<file path="config.mk">
export PLATFORM = sky130hd
export DESIGN_NAME = rect_plot_ctrl_flat
export DESIGN_NICKNAME = d
export VERILOG_FILES = /design/src/rtl/rect_plot_ctrl_if.sv /design/src/rtl/rect_plot_ctrl.sv /design/src/flat_wrapper.sv
export SDC_FILE = /design/constraint.sdc
export NUM_CORES = 1
export LEC_CHECK = 0
export ABC_AREA = 1
export BUFFER_PORTS_ARGS = -buffer_cell sky130_fd_sc_hd__buf_2
export CAP_MARGIN = 10
export CORE_MARGIN = 4
export CORE_UTILIZATION = 59
export CTS_CLUSTER_SIZE = 20
export DETAILED_ROUTE_END_ITERATION = 8
export PLACE_DENSITY = 0.81
export RECOVER_POWER = 50
export SETUP_SLACK_MARGIN = 0.2
export SKIP_LAST_GASP = 1
export SYNTH_ARGS = -nofsm -noshare
export SYNTH_HDL_FRONTEND = slang
export SYNTH_SLANG_ARGS = --single-unit
</file>
<file path="constraint.sdc">
create_clock -name CLOCK_50 -period 3.86 [get_ports CLOCK_50]
set_input_delay 0.772 -clock CLOCK_50 [delete_from_list [all_inputs] [get_ports CLOCK_50]]
set_output_delay 0.772 -clock CLOCK_50 [all_outputs]
set_load 0.005 [all_outputs]
</file>
<file path="src/rtl/rect_plot_ctrl_if.sv">
// Board-side bundle for rect_plot_ctrl: button strobes, switch/colour/size inputs
// and the registered pixel write port toward the vga_adapter.
interface rect_plot_ctrl_if #(
    parameter int X_W   = 8,
    parameter int Y_W   = 7,
    parameter int COL_W = 3,
    parameter int SZ_W  = 4
);
    logic             ld_x_n;
    logic             ld_y_n;
    logic             plot_n;
    logic             clear_n;
    logic [X_W-1:0]   data_in;
    logic [COL_W-1:0] colour_in;
    logic [SZ_W-1:0]  size_w;
    logic [SZ_W-1:0]  size_h;
    logic [X_W-1:0]   x_out;
    logic [Y_W-1:0]   y_out;
    logic [COL_W-1:0] colour_out;
    logic             plot;
    logic             busy;
    logic             done;

    modport master (
        output ld_x_n, ld_y_n, plot_n, clear_n, data_in, colour_in, size_w, size_h,
        input  x_out, y_out, colour_out, plot, busy, done
    );

    modport slave (
        input  ld_x_n, ld_y_n, plot_n, clear_n, data_in, colour_in, size_w, size_h,
        output x_out, y_out, colour_out, plot, busy, done
    );
endinterface

</file>
<file path="src/rtl/rect_plot_ctrl.sv">
// Button-driven rectangle plotter / screen clearer feeding the vga_adapter write port,
// one pixel per clock with off-screen pixels suppressed.
module rect_plot_ctrl #(
    parameter int X_W      = 8,
    parameter int Y_W      = 7,
    parameter int COL_W    = 3,
    parameter int SZ_W     = 4,
    parameter int SCREEN_W = 160,
    parameter int SCREEN_H = 120
) (
    input logic             CLOCK_50,
    input logic             resetn,
    rect_plot_ctrl_if.slave bus
);
    typedef enum logic [1:0] {IDLE, FILL, CLEAR, DONE} state_t;

    logic [3:0]       r_sync1;
    logic [3:0]       r_sync2;
    logic [3:0]       r_hist;
    logic [3:0]       w_btn;
    logic [3:0]       w_press;
    logic             w_ldXPress;
    logic             w_ldYPress;
    logic             w_plotPress;
    logic             w_clrPress;

    logic [X_W-1:0]   r_x0;
    logic [Y_W-1:0]   r_y0;

    state_t           r_state;
    state_t           w_nState;
    logic [X_W-1:0]   r_cx;
    logic [X_W-1:0]   w_nCx;
    logic [Y_W-1:0]   r_cy;
    logic [Y_W-1:0]   w_nCy;
    logic [X_W-1:0]   r_bx;
    logic [X_W-1:0]   w_nBx;
    logic [Y_W-1:0]   r_by;
    logic [Y_W-1:0]   w_nBy;
    logic [COL_W-1:0] r_col;
    logic [COL_W-1:0] w_nCol;
    logic [X_W-1:0]   r_lastX;
    logic [X_W-1:0]   w_nLastX;
    logic [Y_W-1:0]   r_lastY;
    logic [Y_W-1:0]   w_nLastY;

    logic             w_emit;
    logic [X_W:0]     w_pixX;
    logic [Y_W:0]     w_pixY;
    logic             w_onScreen;

    logic [X_W-1:0]   r_xOut;
    logic [Y_W-1:0]   r_yOut;
    logic [COL_W-1:0] r_colOut;
    logic             r_plot;

    assign w_btn = {bus.clear_n, bus.plot_n, bus.ld_y_n, bus.ld_x_n};

    // Flops reset to "released" so leaving reset can never look like a press.
    always_ff @(posedge CLOCK_50 or negedge resetn) begin
        if (!resetn) begin
            r_sync1 <= '1;
            r_sync2 <= '1;
            r_hist  <= '1;
        end else begin
            r_sync1 <= w_btn;
            r_sync2 <= r_sync1;
            r_hist  <= r_sync2;
        end
    end

    assign w_press     = r_hist & ~r_sync2;
    assign w_ldXPress  = w_press[0];
    assign w_ldYPress  = w_press[1];
    assign w_plotPress = w_press[2];
    assign w_clrPress  = w_press[3];

    always_ff @(posedge CLOCK_50 or negedge resetn) begin
        if (!resetn) begin
            r_x0 <= '0;
            r_y0 <= '0;
        end else begin
            if (w_ldXPress) r_x0 <= bus.data_in;
            if (w_ldYPress) r_y0 <= bus.data_in[Y_W-1:0];
        end
    end

    always_ff @(posedge CLOCK_50 or negedge resetn) begin
        if (!resetn) begin
            r_state <= IDLE;
            r_cx    <= '0;
            r_cy    <= '0;
            r_bx    <= '0;
            r_by    <= '0;
            r_col   <= '0;
            r_lastX <= '0;
            r_lastY <= '0;
        end else begin
            r_state <= w_nState;
            r_cx    <= w_nCx;
            r_cy    <= w_nCy;
            r_bx    <= w_nBx;
            r_by    <= w_nBy;
            r_col   <= w_nCol;
            r_lastX <= w_nLastX;
            r_lastY <= w_nLastY;
        end
    end

    // Counters always name the pixel currently on the outputs; a clear is a fill
    // anchored at the origin with the screen as its extent.
    always_comb begin
        w_nState = r_state;
        w_nCx    = r_cx;
        w_nCy    = r_cy;
        w_nBx    = r_bx;
        w_nBy    = r_by;
        w_nCol   = r_col;
        w_nLastX = r_lastX;
        w_nLastY = r_lastY;
        case (r_state)
            IDLE: begin
                if (w_clrPress) begin
                    w_nState = CLEAR;
                    w_nCx    = '0;
                    w_nCy    = '0;
                    w_nBx    = '0;
                    w_nBy    = '0;
                    w_nCol   = '0;
                    w_nLastX = X_W'(SCREEN_W - 1);
                    w_nLastY = Y_W'(SCREEN_H - 1);
                end else if (w_plotPress) begin
                    w_nState = FILL;
                    w_nCx    = '0;
                    w_nCy    = '0;
                    w_nBx    = r_x0;
                    w_nBy    = r_y0;
                    w_nCol   = bus.colour_in;
                    w_nLastX = X_W'(bus.size_w);
                    w_nLastY = Y_W'(bus.size_h);
                end
            end
            FILL, CLEAR: begin
                if (r_cx == r_lastX) begin
                    if (r_cy == r_lastY) begin
                        w_nState = DONE;
                    end else begin
                        w_nCx = '0;
                        w_nCy = r_cy + Y_W'(1);
                    end
                end else begin
                    w_nCx = r_cx + X_W'(1);
                end
            end
            DONE: begin
                w_nState = IDLE;
            end
            default: begin
                w_nState = IDLE;
            end
        endcase
    end

    assign w_emit     = (w_nState == FILL) || (w_nState == CLEAR);
    assign w_pixX     = (X_W+1)'(w_nBx) + (X_W+1)'(w_nCx);
    assign w_pixY     = (Y_W+1)'(w_nBy) + (Y_W+1)'(w_nCy);
    assign w_onScreen = (w_pixX < (X_W+1)'(SCREEN_W)) && (w_pixY < (Y_W+1)'(SCREEN_H));

    // Pixel outputs only move on a real write so the adapter sees stable values otherwise.
    always_ff @(posedge CLOCK_50 or negedge resetn) begin
        if (!resetn) begin
            r_plot   <= 1'b0;
            r_xOut   <= '0;
            r_yOut   <= '0;
            r_colOut <= '0;
        end else begin
            r_plot <= w_emit && w_onScreen;
            if (w_emit && w_onScreen) begin
                r_xOut   <= w_pixX[X_W-1:0];
                r_yOut   <= w_pixY[Y_W-1:0];
                r_colOut <= w_nCol;
            end
        end
    end

    assign bus.x_out      = r_xOut;
    assign bus.y_out      = r_yOut;
    assign bus.colour_out = r_colOut;
    assign bus.plot       = r_plot;
    assign bus.busy       = (r_state == FILL) || (r_state == CLEAR);
    assign bus.done       = (r_state == DONE);
endmodule

</file>
<file path="src/flat_wrapper.sv">
// flat-port wrapper written by rule: the top's interface ports become plain ports
module rect_plot_ctrl_flat 
#(
    parameter int X_W      = 8,
    parameter int Y_W      = 7,
    parameter int COL_W    = 3,
    parameter int SZ_W     = 4,
    parameter int SCREEN_W = 160,
    parameter int SCREEN_H = 120
)
  (CLOCK_50, resetn, bus_ld_x_n, bus_ld_y_n, bus_plot_n, bus_clear_n, bus_data_in, bus_colour_in, bus_size_w, bus_size_h, bus_x_out, bus_y_out, bus_colour_out, bus_plot, bus_busy, bus_done);
  rect_plot_ctrl_if #(.X_W(X_W), .Y_W(Y_W), .COL_W(COL_W), .SZ_W(SZ_W)) bus_i ();
  input logic CLOCK_50;
  input logic resetn;
  input wire logic [$bits(bus_i.ld_x_n)-1:0] bus_ld_x_n;
  input wire logic [$bits(bus_i.ld_y_n)-1:0] bus_ld_y_n;
  input wire logic [$bits(bus_i.plot_n)-1:0] bus_plot_n;
  input wire logic [$bits(bus_i.clear_n)-1:0] bus_clear_n;
  input wire logic [$bits(bus_i.data_in)-1:0] bus_data_in;
  input wire logic [$bits(bus_i.colour_in)-1:0] bus_colour_in;
  input wire logic [$bits(bus_i.size_w)-1:0] bus_size_w;
  input wire logic [$bits(bus_i.size_h)-1:0] bus_size_h;
  output wire logic [$bits(bus_i.x_out)-1:0] bus_x_out;
  output wire logic [$bits(bus_i.y_out)-1:0] bus_y_out;
  output wire logic [$bits(bus_i.colour_out)-1:0] bus_colour_out;
  output wire logic [$bits(bus_i.plot)-1:0] bus_plot;
  output wire logic [$bits(bus_i.busy)-1:0] bus_busy;
  output wire logic [$bits(bus_i.done)-1:0] bus_done;
  assign bus_i.ld_x_n = bus_ld_x_n;
  assign bus_i.ld_y_n = bus_ld_y_n;
  assign bus_i.plot_n = bus_plot_n;
  assign bus_i.clear_n = bus_clear_n;
  assign bus_i.data_in = bus_data_in;
  assign bus_i.colour_in = bus_colour_in;
  assign bus_i.size_w = bus_size_w;
  assign bus_i.size_h = bus_size_h;
  assign bus_x_out = bus_i.x_out;
  assign bus_y_out = bus_i.y_out;
  assign bus_colour_out = bus_i.colour_out;
  assign bus_plot = bus_i.plot;
  assign bus_busy = bus_i.busy;
  assign bus_done = bus_i.done;
  rect_plot_ctrl #(.X_W(X_W), .Y_W(Y_W), .COL_W(COL_W), .SZ_W(SZ_W), .SCREEN_W(SCREEN_W), .SCREEN_H(SCREEN_H)) u_core (.CLOCK_50(CLOCK_50), .resetn(resetn), .bus(bus_i));
endmodule
</file>
### Yosys cells after proc, flatten, opt, wreduce, memory -nomap -nowiden

Index checks and enable logic that the tools add are counted.

| storage, ports and cells | value |
|---|---|
| flip-flop bits (word level) | 96 |
| word-level logic and storage cells | 68 |

| cells by class | value |
|---|---|
| add/sub/neg operators | 4 |
| order comparisons | 2 |
| eq/ne operators | 7 |
| mux-type cells | 28 |
| bitwise logic cells | 2 |
| reductions and logical operators | 8 |

Operators by type and width:

| operator | number |
|---|---|
| $mux 8 | 9 |
| $mux 7 | 9 |
| $pmux 8 s2 | 1 |
| $pmux 7 s2 | 1 |
| $add 8x8->9 | 1 |
| $lt 9x8->1 const B | 1 |
| $mux 3 | 3 |
| $add 7x7->8 | 1 |
| $add 8x1->8 const B | 1 |
| $eq 8x8->1 | 1 |
| $lt 8x7->1 const B | 1 |
| $mux 2 | 4 |
| $add 7x1->7 const B | 1 |
| $eq 7x7->1 | 1 |
| $eq 2x2->1 const B | 3 |
| $pmux 2 s3 | 1 |
| $and 4x4->4 | 1 |
| $eq 2x1->1 const B | 2 |
| $not 4->4 | 1 |
| $logic_and 1x1->1 | 2 |
| $logic_not 2->1 | 1 |
| $logic_or 1x1->1 | 2 |
| $reduce_and 2->1 | 1 |
| $reduce_bool 2->1 | 1 |
| $reduce_or 2->1 | 1 |

### Longest topological paths before layout

Gate-level depths: netlist of the first run.

| logic depth | value |
|---|---|
| word-level depth | 9 |
| gate-level depth with buffers | 28 |

### Worst setup path before layout of the first run

No wires, ideal clock.

| path | value |
|---|---|
| path type | reg2reg |
| start point | reg u_core.r_state[1] |
| end point | reg u_core.r_xOut[6], in the netlist u_core.bus.x_out[6] |
| library setup time | 0.116 ns |
| arrival | 3.245 ns |
| data required time | 3.744 ns |
| setup slack | 0.498 ns |
| stages on the path, launching flop included | 22 |
| cell sequence | dfrtp_1 > inv_1 > ha_1 > buf_2 > inv_1 > nor2_1 > inv_1 > o311ai_0 > ha_1 > nand2_1 > inv_1 > a21oi_1 > nand2_1 > nand2_1 > nand2_1 > nand2_1 > nand2_1 > nor2_4 > nand3_4 > buf_8 > nand2_2 > nand2_1 |

| on the way | value |
|---|---|
| word-level cells in the longest chain between the ends | 7 |
| elaborated cells between the ends (all ways) | 23 |
| classes of those cells | add/sub (2); order compare (2); eq/ne (5); mux (9); reduce/logical (5) |

RTL lines:

| element | RTL line | RTL |
|---|---|---|
| start, declared | rect_plot_ctrl.sv:30 | `state_t r_state;` |
| start signal, assigned | rect_plot_ctrl.sv:99 | `r_state <= w_nState;` |
| $eq 2x2->1 or $eq 2x1->1 (tied branches) | rect_plot_ctrl.sv:121 | `case (r_state)` |
| $reduce_or 2->1 | rect_plot_ctrl.sv:121 |  |
| $pmux 8 s2 * | rect_plot_ctrl.sv:121 |  |
| via u_core.w_nCx[6] | rect_plot_ctrl.sv:33 | `logic [X_W-1:0] w_nCx;` |
| $add 8x8->9 * | rect_plot_ctrl.sv:165 | `assign w_pixX = (X_W+1)'(w_nBx) + (X_W+1)'(w_nCx);` |
| $lt 9x8->1 | rect_plot_ctrl.sv:167 | `assign w_onScreen = (w_pixX < (X_W+1)'(SCREEN_W)) && (w_pixY < (Y_W+1)'(SCREEN_H));` |
| $logic_and 1x1->1 | rect_plot_ctrl.sv:167 |  |
| $logic_and 1x1->1 | rect_plot_ctrl.sv:178 | `if (w_emit && w_onScreen) begin` |
| end signal, assigned | rect_plot_ctrl.sv:179 | `r_xOut <= w_pixX[X_W-1:0];` |
| end, declared | rect_plot_ctrl.sv:52 | `logic [X_W-1:0] r_xOut;` |

Mark *: on every way through the listed nets, which the timed path passes. The rest lies on a longest branch.
A chain may end at the register's enable or synchronous reset.

### Final worst setup path of the first run

| path | value |
|---|---|
| start point | reg u_core.r_cx[4] |
| end point | reg u_core.r_xOut[1], in the netlist u_core.bus.x_out[1] |

| on the way | value |
|---|---|
| word-level cells in the longest chain between the ends | 7 |
| elaborated cells between the ends (all ways) | 20 |
| classes of those cells | add/sub (3); order compare (2); eq/ne (3); mux (9); reduce/logical (3) |

RTL lines:

| element | RTL line | RTL |
|---|---|---|
| start, declared | rect_plot_ctrl.sv:32 | `logic [X_W-1:0] r_cx;` |
| start signal, assigned | rect_plot_ctrl.sv:100 | `r_cx <= w_nCx;` |
| $eq 8x8->1 | rect_plot_ctrl.sv:144 | `if (r_cx == r_lastX) begin` |
| $mux 8 | rect_plot_ctrl.sv:144 |  |
| $pmux 8 s2 | rect_plot_ctrl.sv:121 |  |
| via u_core.w_nCx[3] | rect_plot_ctrl.sv:33 |  |
| $add 8x8->9 | rect_plot_ctrl.sv:165 |  |
| $lt 9x8->1 | rect_plot_ctrl.sv:167 |  |
| $logic_and 1x1->1 | rect_plot_ctrl.sv:167 |  |
| $logic_and 1x1->1 | rect_plot_ctrl.sv:178 |  |

The timed path passes the listed nets, and every way through them passes these cells.

==> metrics.md, run 1 <==
| Metric | Value |
|---|---|
| Outcome | complete, but fails checks |
| Violated checks | max-capacitance violations, max-slew violations |
| Total GRT Usage | 25.0% |
| Worst EP required | 4.12 ns |
| Crit. End Element | flip-flop |
| Final setup fails | 0 |
| Syn Nets | 607 |
| Synth cell types | 38 |
| Crit Reg-Reg Endpoint | u_core.bus.x_out[1]$_DFFE_PN0P_ |
| Area growth syn-to-layout | 15.1% |
| Startpoint Class | flip-flop |
| Min Tclk post-route | 3.43 ns |
| Initial antenna violation count | 0 |
| Core Area | 7730 um^2 |
| CTS root buffer | clkbuf_8 |
| Hold EP | u_core.r_sync2[1]$_DFF_PN1_ |
| Main area contributors after synthesis | dfrtp_1 42%, nand2_1 13%, dfstp_2 6.7% |
| Final weighted congestion in routability-driven placement | 0.957 |
| GR Overflow Total | 0 |
| Avg Cell Area, Syn | 8.38 um^2 |
| Die W | 97.3 um |
| I/O Pins | 46 |
| Fin util | 70.0% |
| Reg2reg path depth | 25 |
| Clk Latency, worst-skew pair | 0.37 ns |
| Hpwl dp | 8100 um |
| Drt drc | 0 |
| Via count | 4,061 |
| Routed WL | 11,500 um |
| Worst Hold Class | flip-flop to flip-flop |
| Top cells by count, synth | 164 x nand2_1, 78 x dfrtp_1, 70 x inv_1 |
| Pin count of the biggest net entering global routing | 91 |
| Cell area power density | 805 nW/um^2 |
| YS warnings | 0 |
| CTS tree | built |
| Setup tns final | 0 ns |
| Core Rows | 32 |
| Most common cell in the netlist | nand2_1 |
| Clock Path Buffers | 2 |
| Max Freq | 292 MHz |
| Vias/cell | 5.54 |
| DR WL/cell | 15.6 um |
| Nets | 672 |
| Vias in the first global route | 4,100 |
| CP Class | flip-flop to flip-flop |
| CTS buffer count | 9 |
| Area share of the largest cell type after synthesis | 41.5% |
| Maxcap violations | 1 |
| Clock slew at reported path FFs | 0.10 ns |
| Sink Count | 90 |
| First-pass GRT wire length | 19,300 um |
| IO buf count | 45 |
| Asr flop ratio synth | 100% |
| Register area share after synthesis | 48.2% |
| R2R setup slack | 0.43 ns |
| Hold Buf Count CTS | 0 |
| Final-layout fill cell count | 585 |
| Clock Skews | 0.0148 ns |
| Initial Util | 60.8% |
| Period utilisation layout | 88.8% |
| Mapped Cells | 561 |
| Slew Limit Fails | 91 |
| Hold path start | u_core.r_sync1[1]$_DFF_PN1_ |
| #FFs+latches synth | 90 |
| Layout cell share with drive strength beyond 1 | 22.8% |
| Top FF cell, synth | dfrtp_1 |
| H-tree levels | 3 |
| First DRT Iteration DRCs | 209 |
| Origin of the critical flop-to-flop path | u_core.r_cx[4]$_DFF_PN0_ |
| Rel. slew slack | -44.1% |
| Final hold vios | 0 |
| Syn Std Cell Area | 4700 um^2 |
| RSZ-0062 raised after global routing | false |
| Final ANT Viol Nets | 0 |
| Crit path max fanout | 19 |
| Post-synth EDFFs | 0 |
| Die Ht | 97.3 um |
| Hold Path Cell Cnt | 0 |
| Post-synth top area cell | dfrtp_1 |
| Critical Path AT | 3.69 ns |
| First-pass iteration count of the detailed router | 4 |
| Ant. Diodes | 0 |
| LEAKAGE | 2.93 nW |
| DIE AREA | 9460 um^2 |
| Worst slew pin tran | 2.16 ns |
| Worst vdd ir | 0.393 mV |
==> sequential cells by signal, summed over array words and instances, names as in the netlist, 3 cells and up <==
| signal | flops |
|---|---|
| u_core.r_lastX | 4 |
| u_core.bus.colour_out | 3 |
| u_core.r_lastY | 5 |
| u_core.r_sync2 | 4 |
| u_core.r_by | 7 |
| u_core.r_sync1 | 4 |
| u_core.bus.y_out | 7 |
| u_core.r_bx | 8 |
| u_core.r_hist | 4 |
| u_core.r_cy | 7 |
| u_core.r_cx | 8 |
| u_core.r_y0 | 7 |
| u_core.r_col | 3 |
| u_core.bus.x_out | 8 |
| u_core.r_x0 | 8 |
==> worst max-delay path: stages, from the launching register on <==
cell and delay, ns:
dfrtp_1 0.42, inv_1 0.19, nand2_1 0.08, nand2_1 0.07, nand2_1 0.09, nor2_4 0.17
buf_4 0.14, inv_1 0.06, nand2_1 0.12, xor2_1 0.18, o22ai_1 0.11, ha_1 0.37
nand2_1 0.11, inv_2 0.07, nand3_1 0.09, nand3_1 0.09, nand2_1 0.05, nand2_1 0.08
nand2_1 0.07, nand2_1 0.07, nand2_1 0.09, nor2_4 0.21, nand3_4 0.10, buf_12 0.17
nand2_1 0.06, nand2_1 0.05
==> cells by family after synthesis <==
group	count (synthesis)	share of synthesized area [%]
and+or+nand+nor	268	25.1
xor gates and xnor gates	10	1.86
buffers and inverters	88	7.53
DFF	90	48.2
AOI/OAI and AO/OA	83	11.1
adders and majority gates	21	5.91
muxes	1	0.240
==> report_power, final <==
part | internal [mW] | switching, mW | total [mW] | leakage [nW]
registers | 1.23 | 0.170 | 1.40 | 1.12
clock network | 0.263 | 0.359 | 0.622 | 0.0953
logic | 0.902 | 1.44 | 2.34 | 1.72
total | 2.40 | 1.96 | 4.36 | 2.93
==> layout by cell type (no fill, tap or decap), types with 3 or more instances in the layout <==
cell,netlist,layout
inv_2,7,11
nor2_2,3,5
a22o_1,19,19
o22ai_1,4,3
xor2_1,8,8
nand3_1,47,47
nand4_1,8,8
inv_1,70,67
buf_2,4,44
nor2_1,21,19
nand2_2,12,13
dfrtp_2,0,6
nor3_1,5,4
o21ai_1,2,5
ha_2,0,3
dfrtp_1,78,72
o21ai_0,37,34
clkbuf_8,0,10
dfstp_2,12,10
inv_6,0,4
ha_1,19,14
nand2_1,164,163
a21oi_1,15,14
buf_4,0,17
==> how the worst max path moves through the flow <==
stage	from	to	slack, ns	depth (start not counted)
2_1_floorplan	u_core.r_state[1]$_DFF_PN0_	u_core.bus.x_out[6]$_DFFE_PN0P_	0.50	21
3_3_place_gp	u_core.r_hist[2]$_DFF_PN1_	u_core.bus.colour_out[0]$_DFFE_PN0P_	0.29	19
3_5_place_dp	u_core.r_hist[2]$_DFF_PN1_	u_core.bus.x_out[1]$_DFFE_PN0P_	0.11	21
4_1_cts	u_core.r_cy[4]$_DFF_PN0_	u_core.bus.x_out[0]$_DFFE_PN0P_	0.28	22
5_1_grt	u_core.r_cx[5]$_DFF_PN0_	u_core.bus.y_out[3]$_DFFE_PN0P_	0.13	26
6_report	u_core.r_cx[4]$_DFF_PN0_	u_core.bus.x_out[1]$_DFFE_PN0P_	0.43	25
==> stage by stage <==
stage | instance area [um^2] | setup WS, ns | std cells | power, mW | hold slack (ns)
after CTS | 5290 | 0.281 | 724 | 4.21 | 0.364
after global placement | 5060 | 0.287 | 705 | 3.40 | 0.346
after detailed placement | 5060 | 0.107 | 705 | 3.49 | 0.349
after global routing | 5410 | 0.130 | 733 | 4.70 | 0.367
after floorplan | 4700 | 0.498 | 561 | 2.95 | 0.345
final | 5410 | 0.433 | 733 | 4.36 | 0.362
==> layer usage <==
| layer | vias up | GRT usage (%) | wire (um) |
|---|---|---|---|
| met5 | - | 0 | 0 |
| met4 | 0 | 9.90 | 403 |
| met3 | 37 | 6.39 | 660 |
| met2 | 136 | 40.5 | 5500 |
| met1 | 1933 | 32.2 | 4900 |
| li1 | 1955 | - | - |
==> timing repair <==
action / CTS / global route
pin swaps: 2 / 8
setup endpoints to repair: 19 / 19
resized for setup: 2 / 25
setup buffers: 3 / 9
==> cell type report <==
cell class                 instances  area [um^2]  share of cell area (%)
multi-input combinational        383         2140                    39.5
clock inverter                     5         43.8                   0.809
tap                              102          128                    2.36
inverter                          78          293                    5.41
clock buffer                      11          141                    2.61
timing repair buffer              64          393                    7.26
sequential                        90         2270                    42.0
Note: power is estimated with default switching activity, not from simulation.
==> run 2: changes to the inputs <==
Settings changed: CORE_UTILIZATION 59 to 37, PLACE_DENSITY 0.81 to 0.55.
==> run 2 against run 1 <==
Net effect:
- the run still ends with max-capacitance violations, max-slew violations left
- core utilization decreased by 24 points
- routed wire length is 0.79% higher
- clock skew fell by 0.0062 ns
- largest power group unchanged
- cell count increased by 8.5%
==> metrics.md, run 2 (synthesis gave the netlist of run 1 again) <==
| Metric | Value |
|---|---|
| Final-layout fill cell count | 1,244 (+110%) |
| Crit. End Element | flip-flop |
| Die Ht | 121 um (+24%) |
| First-pass GRT wire length | 19,400 um (+0.75%) |
| Die W | 121 um (+24%) |
| CP Class | flip-flop to flip-flop |
| Total GRT Usage | 16.9% (-8.0 points) |
| Multi-input logic area | 2100 um^2 (-1.7%) |
| Maxcap violations | 1 (unchanged) |
| Most common cell after layout, fill and taps aside | nand2_1 |
| Vias/cell | 4.88 (-12%) |
| Cell area power density | 826 nW/um^2 (+2.6%) |
| Violated checks | max-capacitance violations, max-slew violations |
| DIE AREA | 14,600 um^2 (+54%) |
| Core Area | 12,200 um^2 (+58%) |
| Total power | 4.60 mW (+5.5%) |
| Pre-CTS setup slack | 0.282 ns (+0.175 ns) |
| Cell area after layout | 5570 um^2 (+2.9%) |
| First DRT Iteration DRCs | 306 (+46%) |
| Worst Hold Class | flip-flop to flip-flop |
| Min Tclk post-route | 3.34 ns (-0.0873 ns) |
| Hpwl dp | 8560 um (+5.7%) |
| First-pass iteration count of the detailed router | 4 (unchanged) |
| Slew Limit Fails | 77 (-15%) |
| Area post-placement | 5170 um^2 (+2.2%) |
| Clk Latency, worst-skew pair | 0.35 ns (-0.02 ns) |
| Final ANT Viol Nets | 0 (unchanged) |
| CTS tree | built |
| Outcome | complete, but fails checks |
| Core Rows | 40 (+25%) |
| Setup tns final | 0 ns (unchanged) |
| CTS root buffer | clkbuf_16 |
| Worst EP required | 4.16 ns (+0.04 ns) |
| Rel. slew slack | -24.4% (+20 points) |
| Max Freq | 299 MHz (+2.6%) |
| LEAKAGE | 2.98 nW (+1.7%) |
| Non-filler cells, final | 795 (+8.5%) |
| Clock slew at reported path FFs | 0.07 ns (-0.03 ns) |
| Via count | 3,879 (-4.5%) |
| RSZ-0062 raised after global routing | false |
| Clock Path Buffers | 2 (unchanged) |
| IO buf count | 45 (unchanged) |
| Final weighted congestion in routability-driven placement | 0.921 (-3.8%) |
| I/O Pins | 46 (unchanged) |
| Vias in the first global route | 3,847 (-6.2%) |
| Area growth syn-to-layout | 18.4% |
| GR Overflow Total | 0 (unchanged) |
| CTS buffer count | 9 (unchanged) |
| Nets | 668 (-0.60%) |
| Drt drc | 0 (unchanged) |
| Clock Skews | 0.00862 ns (-0.00618 ns) |
| Layout cell share with drive strength beyond 1 | 20.9% (-1.9 points) |
| Pin count of the biggest net entering global routing | 77 (-15%) |
| Sink Count | 90 (unchanged) |
| Final hold slack | 0.356 ns (-0.00617 ns) |
| Register area | 2270 um^2 (about the same) |
| H-tree levels | 3 (unchanged) |
| Period utilisation layout | 86.5% (-2.3 points) |
| Initial antenna violation count | 0 (unchanged) |
| Initial Util | 38.5% (-22 points) |
| Fin util | 45.6% (-24 points) |
| Routed WL | 11,600 um (+0.79%) |
| Startpoint Class | flip-flop |
| Crit path max fanout | 19 (unchanged) |
| Ant. Diodes | 0 (unchanged) |
| Worst setup margin | 0.521 ns (+0.0873 ns) |
| # placed instances | 775 (+9.9%) |
| Final setup fails | 0 (unchanged) |
| Critical Path AT | 3.64 ns (-0.05 ns) |
| DR WL/cell | 14.5 um (-7.1%) |
| Worst slew pin tran | 1.87 ns (-0.296 ns) |
| Final hold vios | 0 (unchanged) |
| Commonest non-fill, non-tap cells in the layout | 163 x nand2_1, 73 x dfrtp_1, 69 x inv_1 |
| Worst vdd ir | 0.394 mV (+0.32%) |
-- run 2: cell count changes in the layout (fill, tap and decap cells not counted), sizes merged --
cell      previous run  this run
bufinv               0         1
clkinv               1         2
clkbuf              12        10
buf                 63        59
inv                 82        81
clkinvlp             0         1
-- run 2: final cells by class --
type,count,share of cell area [%]
tap,168,3.78
inverter,78,5.30
timing repair buffer,60,6.58
sequential,90,40.8
clock inverter,7,1.69
clock buffer,9,4.04
multi-input combinational,383,37.8
-- run 2: what timing repair did --
action / in CTS / in global routing
resized for setup: 0 / 21
setup buffers: 0 / 4
endpoints found under the hold margin: 0 / 0
hold buffers: 0 / 0
setup endpoints to repair: 0 / 19
-- run 2: path summary, 6_finish.rpt --
kind | cells after the start | end | start | slack [ns]
max | 21 | u_core.bus.plot$_DFF_PN0_ | u_core.r_hist[2]$_DFF_PN1_ | 0.52
min | 0 | u_core.r_sync2[1]$_DFF_PN1_ | u_core.r_sync1[1]$_DFF_PN1_ | 0.36
max reg2reg | 21 | u_core.bus.plot$_DFF_PN0_ | u_core.r_hist[2]$_DFF_PN1_ | 0.52
min reg2reg | 0 | u_core.r_sync2[1]$_DFF_PN1_ | u_core.r_sync1[1]$_DFF_PN1_ | 0.36
max in group asynchronous | 1 | u_core.r_cx[3]$_DFF_PN0_ | resetn | 1.70
min in group asynchronous | 1 | u_core.r_lastY[0]$_DFFE_PN0P_ | resetn | 0.94
-- run 2: where the power goes --
part	leakage [nW]	internal (mW)	switching, mW
Combinational	1.70	0.858	1.40
Sequential	1.12	1.23	0.172
Clock	0.153	0.521	0.415
Total	2.98	2.61	1.99
-- run 2: worst max-delay path, cell delays in order, from the launching register on --
cell	delay [ns]
dfstp_2	0.51
inv_1	0.03
nor2_1	0.15
clkinv_1	0.20
buf_4	0.21
nor2_1	0.18
buf_12	0.19
a22o_1	0.23
ha_2	0.24
fa_1	0.23
nand3_1	0.11
nand3_1	0.08
nand2_1	0.06
nand2_1	0.08
nand2_1	0.05
nand2_1	0.06
nand2_1	0.09
nor2_4	0.13
nand3_4	0.09
buf_12	0.16
buf_4	0.14
inv_1	0.04
-- run 2: routing by layer --
layer	vias to the layer above	share of wire (%)	global-route usage [%]
li1	1948	-	-
met2	94	46	26.5
met1	1818	47	22.8
met5	-	0	0
met3	19	4.7	4.49
met4	0	2.1	5.74
